<file path="src/rtl/case_pattern_enum.sv">
// Enumerates every 3-bit source pattern that decodes to a requested class,
// using either a plain case table (A) or a first-match casez table (B).
module case_pattern_enum #(
    parameter int CNT_W = 16
) (
    input  logic             clk,
    input  logic             rst_n,
    input  logic             req_valid,
    output logic             req_ready,
    input  logic             req_sel,
    input  logic [2:0]       req_code,
    output logic             out_valid,
    input  logic             out_ready,
    output logic [2:0]       out_pat,
    output logic             out_none,
    output logic             out_last,
    output logic [CNT_W-1:0] beat_cnt
);

    typedef enum logic {
        IDLE = 1'b0,
        EMIT = 1'b1
    } state_t;

    state_t           state_q, state_d;
    logic [7:0]       mask_q, mask_d;
    logic [CNT_W-1:0] beat_cnt_q, beat_cnt_d;

    logic [7:0]       matchMask;
    logic [2:0]       lowIdx;
    logic             maskEmpty;
    logic             maskOneHot;
    logic             emitting;
    logic             accept;
    logic             handshake;
    logic             lastBeat;

    function automatic logic [2:0] decodeA(input logic [2:0] pat);
        logic [2:0] code;
        case (pat)
            3'd0:                code = 3'd0;
            3'd1, 3'd2, 3'd3:    code = 3'd1;
            3'd4, 3'd5, 3'd6:    code = 3'd2;
            default:             code = 3'd3;
        endcase
        return code;
    endfunction

    function automatic logic [2:0] decodeB(input logic [2:0] pat);
        logic [2:0] code;
        casez (pat)
            3'b00?:  code = 3'd0;
            3'b0?1:  code = 3'd1;
            3'b?10:  code = 3'd2;
            3'b1??:  code = 3'd3;
            default: code = 3'd4;
        endcase
        return code;
    endfunction

    // Which of the eight source patterns decode to the requested class.
    always_comb begin
        matchMask = '0;
        for (int i = 0; i < 8; i++) begin
            if (req_sel) begin
                matchMask[i] = (decodeB(3'(i)) == req_code);
            end else begin
                matchMask[i] = (decodeA(3'(i)) == req_code);
            end
        end
    end

    always_comb begin
        lowIdx = '0;
        for (int i = 7; i >= 0; i--) begin
            if (mask_q[i]) begin
                lowIdx = 3'(i);
            end
        end
    end

    assign maskEmpty  = (mask_q == 8'd0);
    assign maskOneHot = !maskEmpty && ((mask_q & (mask_q - 8'd1)) == 8'd0);
    assign emitting   = (state_q == EMIT);
    assign accept     = req_valid && req_ready;
    assign handshake  = out_valid && out_ready;
    assign lastBeat   = maskEmpty || maskOneHot;

    // Outputs depend only on registered state, never on the request inputs.
    always_comb begin
        state_d    = state_q;
        mask_d     = mask_q;
        beat_cnt_d = beat_cnt_q;
        req_ready  = (state_q == IDLE);
        out_valid  = emitting;
        out_pat    = (emitting && !maskEmpty) ? lowIdx : 3'd0;
        out_none   = emitting && maskEmpty;
        out_last   = emitting && lastBeat;

        case (state_q)
            IDLE: begin
                if (accept) begin
                    state_d = EMIT;
                    mask_d  = matchMask;
                end
            end
            EMIT: begin
                if (handshake) begin
                    mask_d = mask_q & (mask_q - 8'd1);
                    if (lastBeat) begin
                        state_d = IDLE;
                    end
                end
            end
            default: begin
                state_d = IDLE;
                mask_d  = '0;
            end
        endcase

        if (handshake) begin
            beat_cnt_d = beat_cnt_q + CNT_W'(1);
        end
    end

    always_ff @(posedge clk or negedge rst_n) begin
        if (!rst_n) begin
            state_q    <= IDLE;
            mask_q     <= '0;
            beat_cnt_q <= '0;
        end else begin
            state_q    <= state_d;
            mask_q     <= mask_d;
            beat_cnt_q <= beat_cnt_d;
        end
    end

    assign beat_cnt = beat_cnt_q;

endmodule
</file>
<file path="config.mk">
export PLATFORM = sky130hd
export DESIGN_NAME = case_pattern_enum
export DESIGN_NICKNAME = d
export VERILOG_FILES = /design/src/rtl/case_pattern_enum.sv
export SDC_FILE = /design/constraint.sdc
export NUM_CORES = 1
export LEC_CHECK = 0
export CORE_ASPECT_RATIO = 0.7
export CORE_MARGIN = 1.5
export CORE_UTILIZATION = 65
export CTS_BUF_LIST = sky130_fd_sc_hd__clkbuf_4 sky130_fd_sc_hd__clkbuf_8
export CTS_CLUSTER_DIAMETER = 100
export DETAILED_ROUTE_END_ITERATION = 8
export DONT_BUFFER_PORTS = 1
export MAX_ROUTING_LAYER = met4
export PLACE_DENSITY = 0.9
export SETUP_SLACK_MARGIN = 0.5
export SYNTH_ARGS = -nofsm -noshare
export SYNTH_HDL_FRONTEND = slang
export SYNTH_SLANG_ARGS = --single-unit
</file>
<file path="constraint.sdc">
create_clock -name clk -period 3.49 [get_ports clk]
set_input_delay 0.349 -clock clk [delete_from_list [all_inputs] [get_ports clk]]
set_output_delay 0.349 -clock clk [all_outputs]
set_load 0.01 [all_outputs]
</file>
---- After elaboration in Yosys (flattened, before gate mapping) ----
Cells that the tools add are included.
operators by class
  equality and inequality tests ........... 10
  add/sub/neg operators ................... 2
  reductions and logical operators ........ 11
  bitwise operators ....................... 2
  multiplexer cells ....................... 31
operator list
  kind                   count
  $mux 3                 17
  $eq 3x3->1             8
  $add 16x1->16 const B  1
  $logic_not 8->1        2
  $mux 8                 2
  $pmux 8 s2             1
  $mux 1                 10
  $and 8x8->8            1
  $sub 8x1->8 const B    1
  $logic_and 1x1->1      6
  $ne 2x1->1 const B     2
  $pmux 1 s2             1
  $reduce_and 2->1       1
  $logic_not 1->1        1
  $logic_or 1x1->1       1
  $not 1->1              1
word-level totals
  bits in registers ....................... 25
  output and inout port bits .............. 23
  word-level logic and storage cells ...... 59

---- Depth between registers and ports, before layout ----
  depth in word-level cells ............... 9
  depth in mapped cells ................... 5

---- Least setup slack after synthesis ----
Ideal clock, no wire load.
  path kind ............................... flip-flop to output port
  start point ............................. register mask_q[2]
  end point ............................... output out_last
  stages on the path, launching flop included .. 6
  arrival time ............................ 1.751 ns
  slack ................................... 1.390 ns
  cells stage by stage .................... dfrtp_1 or4_1 buf_6 a2111oi_4 nor2_1 nor3_1
between the ends
  cells in the longest elaborated chain, start to end .. 6
RTL lines
  what                    RTL line  text
  start, declared         26        logic [7:0] mask_q, mask_d;
  start signal, assigned  133       mask_q <= mask_d;
  $sub 8x1->8             83        assign maskOneHot = !maskEmpty && ((mask_q & (mask_q - 8'd1)) == 8'd0);
  $and 8x8->8             83
  $logic_not 8->1         83
  $logic_and 1x1->1       83
  $logic_or 1x1->1 (*)    87        assign lastBeat = maskEmpty || maskOneHot;
  $logic_and 1x1->1 (*)   98        out_last = emitting && lastBeat;
  end, declared           16        output logic out_last,
Every way passes the cells marked *; elsewhere a longest branch is shown, timed or not.

---- Worst setup path in the final report ----
Ends and elaborated chain as after synthesis.

==> impl_metrics.csv <==
group,metric,value,unit
yosys,synth_ff_type,"dfrtp_1",
route,drt-pass1-iter-count,4,
pwr,power,0.000953,W
route,final_antenna_net_count,0,
floorplanning,std_cell_rows,13,
critical_path,crit_required,3.14,ns
sta,setup_violations,0,
cts,clockBufferDepth,2,
critical_path,start_kind,"register",
yosys,synth-seq-cells,25,
cts,clk_pin_slew,0.12,ns
yosys,synth_cell_type_count,39,
route,route.detailed.drc,0,
critical_path,worstPathArrival,2.29,ns
critical_path,crit_slowest_cell,"or4_1",
critical_path,crit_family,"simple AND/OR/NAND/NOR gates",
critical_path,cp_num_cells,4,
critical_path,crit_type,"register to output port",
sta,hold_viol_final,0,
cts,cts.repair.resized,0,
global_routing,grt_pass1_vias,994,
sta,post-route-min-period,2.64,ns
global_routing,antenna_found_initial,0,
yosys,yosys_warnings,0,
critical_path,r2r_cells,4,
cts,root_buffer,"clkbuf_4",
yosys,synth.avg_cell_area,10.0,um^2
global_routing,grt_max_degree,26,
placement,dp_hpwl,2.11,mm
global_routing,globalRouteOverflowTotal,0,
floorplanning,ios,31,
yosys,async_flop_share,100,%
pwr,p_per_area,694,nW/um^2
cts,cts_buffers,3,
floorplanning,die_x,57.1,um
route,wire_per_inst,18.1,um
worst_hold_path,min_from,"req_code[0]",
global_routing,grt_util_all_layers,27.3,%
route,vias,1072,
sta,period_share,75.5,%
critical_path,r2r_start,"mask_q[2]$_DFFE_PN0P_",
critical_path,r2r-end,"out_valid$_DFF_PN0_",
sta,setup_tns,0,ns
floorplanning,start_util,70.5,%
cts,cts.htree.levels,1,
route,dr.first_iter.drc_count,80,
global_routing,grt_first_pass_wirelength,4.51,mm
layout,syn_to_final_growth,3.29,%
yosys,syn-instance-count,133,
floorplanning,die_area,2330,um^2
floorplanning,fp.dieH,40.8,um
placement,dp_slack,1.22,ns
cts,cts_sinks,25,
cts,insertion_delay,0.31,ns
critical_path,crit_end,"out_last",
sta,fmax,0.379,GHz
sta,relSlewSlack,26.2,%
critical_path,crit_path_max_incr_delay,0.74,ns
flow_run,max_cap_viol_count,0,
layout,num_antenna_cells,0,
yosys,ys_seq_area_share,47.0,%
critical_path,r2r_slack,1.42,ns
outcome,outcome,"finished clean",
route,viasPerCell,6.87,
critical_path,startpoint,"mask_q[2]$_DFFE_PN0P_",
layout,layout-drive-gt1-share,7.46,%
critical_path,crit_path_cell_trace,"or4_1, a2111oi_4, nor2_1, nor3_1",
placement,place.port_buffers,0,
sta,fin_skew,0.00981,ns
cts,cts_tree,"built",
yosys,syn_area,1330,um^2
sta,slew_violations,0,
yosys,synthesis.nets,142,
sta,rsz0062_at_grt,"no",
sta,tightest_slew,1.10,ns
critical_path,cp-end-kind,"output port",
critical_path,path_max_fanout,9,
route,finalWirelength,2.83,mm
sta,fin_ws,0.854,ns
layout,nFillCells,136,
placement,gp_congestion,1.02,
critical_path,path_buf_inv,0,
pwr,ir_drop,0.000493,V
worst_hold_path,hp-class,"input port to register",
layout,final_nets,144,
yosys,synth_edf_count,0,
floorplanning,core-area,1890,um^2
pwr,p_leak,0.596,nW
==> synth_stat cells, types with 2 or more instances <==
cell	number	area share [%]
nor2b_1	2	0.94
nand4_1	4	1.9
mux2_2	2	1.7
xnor2_1	11	7.2
and3_1	2	0.94
clkbuf_1	2	0.56
maj3_1	2	1.5
nand2_1	9	2.5
and4_1	4	2.6
inv_1	5	1.4
o21ai_0	6	2.3
nand3_1	7	2.6
nand3b_1	2	1.1
xor2_1	5	3.3
nor2_1	12	3.4
nor3_1	5	1.9
dfrtp_1	25	47
a21oi_1	7	2.6
==> flip-flops by register name (all words and copies together) (netlist names) <==
name	flops
out_valid	1
beat_cnt	16
mask_q	8
==> metal layers <==
metal	share of wire, %	GRT usage [%]	wire (um)
met5	0	-	0
met4	0.25	4.65	7
met3	10	11.0	285
met2	46	42.0	1290
met1	44	35.1	1250
==> stage by stage <==
stage / util, % / cells / cell area [um^2] / hold WS [ns]
2_1_floorplan: - / 133 / 1330 / 0.0534
3_3_place_gp: 70.7 / 151 / 1330 / 0.0539
3_5_place_dp: 70.7 / 151 / 1330 / 0.0539
4_1_cts: 72.8 / 156 / 1370 / 0.137
5_1_grt: 72.8 / 156 / 1370 / 0.115
6_report: 72.8 / 156 / 1370 / 0.140
==> power breakdown <==
part / switching [W] / internal [W] / total, W / leakage (nW)
Sequential: 0.000147 / 0.000349 / 0.000496 / 0.327
Combinational: 0.000183 / 0.000142 / 0.000324 / 0.250
Clock: 0.0000801 / 0.0000524 / 0.000133 / 0.0184
==> cells in the final DEF (no fill, tap or decap) <==
cell type      synthesis  final
dfrtp_1               25     25
nor2_1                12     12
xnor2_1               11     11
nand2_1                9      9
a21oi_1                7      7
nand3_1                7      7
o21ai_0                6      6
inv_1                  5      5
nor3_1                 5      5
xor2_1                 5      5
nand4_1                4      4
and4_1                 4      4
clkbuf_4               0      4
nor2b_1                2      2
maj3_1                 2      2
mux2_2                 2      2
nand3b_1               2      2
and3_1                 2      2
o311a_2                1      1
o21bai_1               1      1
or4_1                  1      1
or2_2                  1      1
o2111a_1               1      1
a2111oi_4              1      1
o32a_1                 1      1
a211oi_1               1      1
o22ai_1                1      1
o41ai_1                1      1
nand2b_1               1      1
or3_1                  1      1
o31ai_1                1      1
a31oi_1                1      1
nor4_1                 1      1
a22o_1                 1      1
or3b_2                 1      1
a32oi_1                1      1
ha_1                   1      1
dlygate4sd3_1          0      1
==> worst reg2reg max path: stages, from the launching register on <==
cell	delay, ns
dfrtp_1	0.45
or4_1	0.74
a2111oi_4	0.40
nor2_1	0.10
o32a_1	0.29
==> worst min path at each step <==
stage,endpoint,cells past startpoint
after floorplan,beat_cnt[0]$_DFFE_PN0P_,0
after global placement,mask_q[7]$_DFFE_PN0P_,0
after detailed placement,mask_q[7]$_DFFE_PN0P_,0
after CTS,mask_q[0]$_DFFE_PN0P_,1
after global routing,mask_q[2]$_DFFE_PN0P_,1
final,mask_q[0]$_DFFE_PN0P_,1
==> area by class of cell <==
| type | count | area (um^2) | share of cell area, % |
|---|---|---|---|
| Timing Repair Buffer | 1 | 10.0 | 0.729 |
| Tap cell | 22 | 27.5 | 2.00 |
| Inverter | 5 | 18.8 | 1.37 |
| Clock buffer | 4 | 30.0 | 2.19 |
| Sequential cell | 25 | 626 | 45.5 |
| Multi-Input combinational cell | 99 | 662 | 48.2 |
==> logic make-up (layout without fill, tap and decap cells) <==
| logic type | Yosys count | in the layout | synth area share (%) |
|---|---|---|---|
| flip-flops | 25 | 25 | 47.0 |
| buffers and inverters | 9 | 10 | 3.20 |
| XOR/XNOR | 16 | 16 | 10.5 |
| AO/OA/AOI/OAI | 25 | 25 | 14.0 |
| AND/OR/NAND/NOR | 53 | 53 | 21.1 |
| adder cells (fa/ha/maj) | 3 | 3 | 2.45 |
| multiplexers | 2 | 2 | 1.69 |
==> repair_timing <==
action | in CTS | in global routing
buffers inserted | 0 | 0
endpoints found under the setup margin | 0 | 0
endpoints found under the hold margin | 25 | 0
hold buffers | 1 | 0
Note: power is estimated with default switching activity, not from simulation.
